===== config.mk =====
export PLATFORM = sky130hd
export DESIGN_NAME = seg_scan_driver
export DESIGN_NICKNAME = d
export VERILOG_FILES = /design/src/rtl/seg_scan_driver.sv
export SDC_FILE = /design/constraint.sdc
export NUM_CORES = 1
export LEC_CHECK = 0
export CAP_MARGIN = 20
export CORE_ASPECT_RATIO = 1.4
export CORE_MARGIN = 2
export CORE_UTILIZATION = 46
export CTS_CLUSTER_DIAMETER = 40
export CTS_CLUSTER_SIZE = 20
export DETAILED_ROUTE_END_ITERATION = 12
export PLACE_DENSITY_LB_ADDON = 0.3
export SKIP_CTS_REPAIR_TIMING = 1
export SYNTH_ARGS = -nofsm -noshare
export SYNTH_HDL_FRONTEND = slang
export SYNTH_SLANG_ARGS = --single-unit
export TNS_END_PERCENT = 1

===== constraint.sdc =====
create_clock -name clk -period 7.5 [get_ports clk]
set_input_delay 1.125 -clock clk [delete_from_list [all_inputs] [get_ports clk]]
set_output_delay 1.125 -clock clk [all_outputs]
set_load 0.02 [all_outputs]

===== src/rtl/seg_scan_driver.sv =====
// Time-multiplexed NDIG-digit common-anode 7-segment driver with a double-buffered
// valid/ready write port. Optional leading-zero blanking: define SEG_LZB_EN.
module seg_scan_driver #(
    parameter int NDIG  = 8,
    parameter int DIV   = 1000,
    parameter int GAP   = 2,
    parameter int CNT_W = 16
) (
    input  logic                clk,
    input  logic                rst_n,
    input  logic                wr_valid,
    output logic                wr_ready,
    input  logic [4*NDIG-1:0]   wr_data,
    input  logic [NDIG-1:0]     wr_blank,
    output logic [NDIG-1:0]     an_n,
    output logic [6:0]          seg_n,
    output logic [2:0]          scan_idx,
    output logic                frame_done
);

    typedef enum logic {ST_ON, ST_OFF} state_t;

    localparam logic [2:0]       LAST_IDX = 3'(NDIG - 1);
    localparam logic [CNT_W-1:0] DIV_LAST = CNT_W'(DIV - 1);
    localparam logic [CNT_W-1:0] GAP_LAST = CNT_W'((GAP > 0) ? GAP - 1 : 0);
    localparam bit               HAS_GAP  = (GAP > 0);

    state_t             state, nxt_state;
    logic [CNT_W-1:0]   cnt, nxt_cnt;
    logic [2:0]         idx, nxt_idx, inc_idx;

    logic [4*NDIG-1:0]  pend_data, act_data;
    logic [NDIG-1:0]    pend_blank, act_blank, blank_eff, onehot;
    logic               pend_vld;
    logic [3:0]         sel_nib;
    logic               sel_blank;

    function automatic logic [6:0] hex7(input logic [3:0] v);
        case (v)
            4'h0: hex7 = 7'h01;  4'h1: hex7 = 7'h4F;
            4'h2: hex7 = 7'h12;  4'h3: hex7 = 7'h06;
            4'h4: hex7 = 7'h4C;  4'h5: hex7 = 7'h24;
            4'h6: hex7 = 7'h20;  4'h7: hex7 = 7'h0F;
            4'h8: hex7 = 7'h00;  4'h9: hex7 = 7'h04;
            4'hA: hex7 = 7'h08;  4'hB: hex7 = 7'h60;
            4'hC: hex7 = 7'h31;  4'hD: hex7 = 7'h42;
            4'hE: hex7 = 7'h30;  default: hex7 = 7'h38;
        endcase
    endfunction

    // Last cycle of the last digit's slot: final OFF cycle, or final ON cycle without a gap.
    function automatic logic is_end(input state_t s, input logic [CNT_W-1:0] c,
                                    input logic [2:0] i);
        if (HAS_GAP) is_end = (i == LAST_IDX) && (s == ST_OFF) && (c == GAP_LAST);
        else         is_end = (i == LAST_IDX) && (s == ST_ON)  && (c == DIV_LAST);
    endfunction

    assign wr_ready = ~pend_vld;
    assign scan_idx = idx;
    assign inc_idx  = (idx == LAST_IDX) ? 3'd0 : idx + 3'd1;

    always_comb begin
        nxt_state = state;
        nxt_cnt   = cnt + CNT_W'(1);
        nxt_idx   = idx;
        if (state == ST_ON) begin
            if (cnt == DIV_LAST) begin
                nxt_cnt = '0;
                if (HAS_GAP) nxt_state = ST_OFF;
                else         nxt_idx   = inc_idx;
            end
        end else if (cnt == GAP_LAST) begin
            nxt_cnt   = '0;
            nxt_state = ST_ON;
            nxt_idx   = inc_idx;
        end
    end

`ifdef SEG_LZB_EN
    // Digit k>0 goes dark when it and every more-significant nibble are zero.
    for (genvar k = 0; k < NDIG; k++) begin : g_lzb
        if (k == 0) begin : g_first
            assign blank_eff[k] = act_blank[k];
        end else begin : g_rest
            assign blank_eff[k] = act_blank[k] | (act_data[4*NDIG-1:4*k] == '0);
        end
    end
`else
    assign blank_eff = act_blank;
`endif

    always_comb begin
        sel_nib   = '0;
        sel_blank = 1'b1;
        onehot    = '0;
        for (int k = 0; k < NDIG; k++) begin
            if (idx == 3'(k)) begin
                sel_nib   = act_data[4*k +: 4];
                sel_blank = blank_eff[k];
                onehot[k] = 1'b1;
            end
        end
    end

    always_ff @(posedge clk or negedge rst_n) begin
        if (!rst_n) begin
            state      <= ST_ON;
            cnt        <= '0;
            idx        <= '0;
            frame_done <= 1'b0;
            an_n       <= '1;
            seg_n      <= 7'h7F;
            pend_data  <= '0;
            pend_blank <= '0;
            pend_vld   <= 1'b0;
            act_data   <= '0;
            act_blank  <= '1;
        end else begin
            state      <= nxt_state;
            cnt        <= nxt_cnt;
            idx        <= nxt_idx;
            // Registered so the pulse lines up with the frame-end cycle itself.
            frame_done <= is_end(nxt_state, nxt_cnt, nxt_idx);

            if (state == ST_ON && !sel_blank) begin
                an_n  <= ~onehot;
                seg_n <= hex7(sel_nib);
            end else begin
                an_n  <= '1;
                seg_n <= 7'h7F;
            end

            // Handshake and swap are exclusive: a swap needs pend_vld, a write needs ~pend_vld.
            if (wr_valid && wr_ready) begin
                pend_data  <= wr_data;
                pend_blank <= wr_blank;
                pend_vld   <= 1'b1;
            end else if (frame_done && pend_vld) begin
                act_data   <= pend_data;
                act_blank  <= pend_blank;
                pend_vld   <= 1'b0;
            end
        end
    end

endmodule

==> summary.md <==
| Metric | Value |
|---|---|
| Chip Height | 133.2 um |
| Iter 0 DRT Violations | 147 |
| Final count of hold timing violations | 0 |
| Mux share of post-synthesis cell area | 18.32% |
| Slowest-stage cell, CP | dfrtp_1 |
| CP max stage delay | 0.73 ns |
| Core area | 11700 um2 |
| Worst skew pair latency | 0.40 ns |
| HPWL Detailed | 7.654 mm |
| Longest Clk Path Bufs | 2 |
| XOR/XNOR share of the synthesized area | 2.556% |
| HP Class | reg -> reg |
| H-tree depth | 4 |
| Final max-slew violation count | 0 |
| # IOs | 63 |
| Worst R2R Path Depth | 7 |
| RSZ-0062 raised after global routing | false |
| Critical path depth in cells | 7 |
| Die Area | 12820 um2 |
| Vias in the first global route | 3710 |
| Via count | 3534 |
| # DRC | 0 |
| Arrival time at the worst endpoint | 3.58 ns |
| Global-route usage over all layers | 18.56% |
| Clock root buffer master | clkbuf_16 |
| Clk sinks | 117 |
| Total gr overflow | 0 |
| Detail Route Antenna Nets | 0 |
| Pwr per Cell Area | 226.9 nW/um2 |
| Worst Tran Pin Value | 0.8563 ns |
| Post-synth EDFFs | 0 |
| IO Port Bufs | 62 |
| Slew headroom | 42.91% |
| Global-route wire length before repair | 18.06 mm |
| Post-Synth Simple-Gate Area | 10.27% |
| Avg WL per Cell | 16.72 um |
| Compound-Gate Fraction of Synth Area | 7.531% |
| Cell variety after synth | 59 |
| Design area | 6780 um2 |
| CTS tree | done |
| Layout Area Growth over Synthesis | 23.66% |
| Main synth FF type | dfrtp_1 |
| Layout Nets | 552 |
| Starting Density | 46.85% |
| Mapped Nets | 492 |
| Avg Inst Size Synth | 12.60 um2 |
| Post-synthesis sequential area ratio | 53.93% |
| Cell Rows | 47 |
| CTS Buf Count | 17 |
| Max rail drop VDD | 0.1348 mV |
| Fin Setup TNS | 0 ns |
| Die span in x | 96.27 um |
| Startpoint types | register |
| Largest net degree at the start of global routing | 69 |
| Number of detailed-route iterations in the first pass | 4 |
| Largest family of logic cells by synthesized area | multiplexers |
| Cells after Synth | 435 |
| Fraction of layout cells with a size suffix above 1 | 29.72% |
| Antenna violations before repair | 0 |
| Register bit total from synthesis | 117 |
| CP Capture Type | register |
| Clk slew on worst S/H paths | 0.05 ns |
| Status | completed |
| Dpl cell area | 6156 um2 |
| Hold Path Cell Cnt | 1 |
| CP Max Fanout | 21 |
| Antenna Cells | 0 |
| Setup violations, final | 0 |
| Clk_skew | 0.01120 ns |
| Max cap viols | 0 |
| Routed vias/inst | 5.395 |
| Adder-Cell Fraction of Synth Area | 3.195% |
| Synth Warn # | 0 |
| Cell family with most CP delay | compound AO/OA/AOI/OAI gates |
| Async set-reset flop share out of synthesis | 100.0% |
| Worst Path Buf+Inv | 0 |
| Final GP Congestion | 0.8763 |
| F_max | 304.3 MHz |
| CP cell instances | ha_1, and4b_1, a221o_1, a311oi_2, or2b_1, o22ai_1, o21ai_1 |
| Lkg Pwr | 3.036 nW |
| CP required | 7.80 ns |
| Mapped Area | 5483 um2 |
| Setup CP Type | reg -> reg |
| Final Cycle Share | 43.81% |
| Routed WL | 10.95 mm |
| Min cycle time layout | 3.286 ns |
-- sequential cells by signal (all words and copies together) (netlist names) --
name	cells
cnt	16
pend_vld	1
act_data	32
scan_idx	3
pend_data	32
act_blank	8
seg_n	7
an_n	8
frame_done	1
state	1
pend_blank	8
-- final timing paths --
kind	startpoint	to	slack, ns
setup / recovery	scan_idx[2]	seg_n[6]	4.21
hold / removal	pend_data[22]	act_data[22]	0.50
setup reg to reg	scan_idx[2]	seg_n[6]	4.21
hold reg to reg	pend_data[22]	act_data[22]	0.50
max in group asynchronous	rst_n	act_data[23]	5.51
min in group asynchronous	rst_n	pend_data[8]	0.81
-- cells in the final DEF, fill, tap and decap left out, types with 6 or more instances in the layout --
cell	instances
mux2_2	83
ha_1	14
inv_1	21
o21ai_0	6
clkdlybuf4s50_1	61
clkbuf_16	17
dfrtp_1	94
a21oi_1	13
nand2_1	24
and3_1	6
mux2i_1	7
nor2_1	15
nand3_1	12
xnor2_1	11
clkbuf_8	6
dfstp_2	23
-- layout make-up --
class,count,area (um2)
clock buffers,28,526.8
clock inverters,4,70.07
fillers,940,4922
inverters,21,78.83
multi-input cells,273,2303
flip-flops and latches,117,2957
well taps,147,183.9
repair buffers,65,660.6
-- kinds of logic (layout without fill, tap and decap cells) --
| group | Yosys count | count (layout) |
|---|---|---|
| compound gates | 56 | 56 |
| xor+xnor | 16 | 16 |
| fa+ha+maj | 14 | 14 |
| buf+inv | 45 | 118 |
| flops | 117 | 117 |
| mux | 90 | 90 |
| simple gates | 97 | 97 |
-- synth_stat cells (3+ instances only) --
library cell | instances | area (um2)
mux2_2 | 83 | 934.7
a31oi_1 | 5 | 31.28
buf_1 | 4 | 15.01
nand2b_1 | 3 | 18.77
o21ai_0 | 6 | 30.03
and3b_1 | 3 | 26.28
nand2_1 | 24 | 90.09
dfstp_2 | 23 | 604.3
nor2_1 | 15 | 56.30
nor4_1 | 4 | 25.02
ha_1 | 14 | 175.2
o21ai_1 | 3 | 15.01
buf_6 | 6 | 67.56
o21a_1 | 3 | 22.52
dfrtp_1 | 94 | 2352
buf_2 | 7 | 35.03
inv_1 | 21 | 78.83
and4_1 | 3 | 26.28
nand3b_1 | 4 | 30.03
nand3_1 | 12 | 60.06
xor2_1 | 5 | 43.79
and3_1 | 6 | 37.54
o22ai_1 | 3 | 18.77
and2_1 | 3 | 18.77
a2111oi_2 | 3 | 45.04
a21oi_1 | 13 | 65.06
xnor2_1 | 11 | 96.34
mux2i_1 | 7 | 70.07
clkbuf_1 | 5 | 18.77
-- metal layers --
metal	share of wire [%]	GRT usage (%)
met1	40	22.01
met2	54	31.79
met3	4.0	5.260
met4	1.6	6.349
met5	0	0
-- per-stage QoR --
step	setup slack (ns)	total power, mW	utilization (%)	hold slack (ns)	std cells
2_1_floorplan	4.631	0.7042	-	0.4659	435
3_3_place_gp	4.393	0.7472	52.60	0.4827	622
3_5_place_dp	4.300	0.7494	52.60	0.4947	622
4_1_cts	4.287	1.556	57.70	0.5009	654
5_1_grt	3.974	1.597	57.94	0.5187	655
6_report	4.214	1.538	57.94	0.4985	655
-- where the power goes --
group	total [mW]	internal, mW	switching (mW)
clock network	0.801	0.541	0.260
registers	0.677	0.661	0.0158
logic	0.0603	0.0394	0.0209
total	1.54	1.24	0.297
Note: power is estimated with default switching activity, not from simulation.
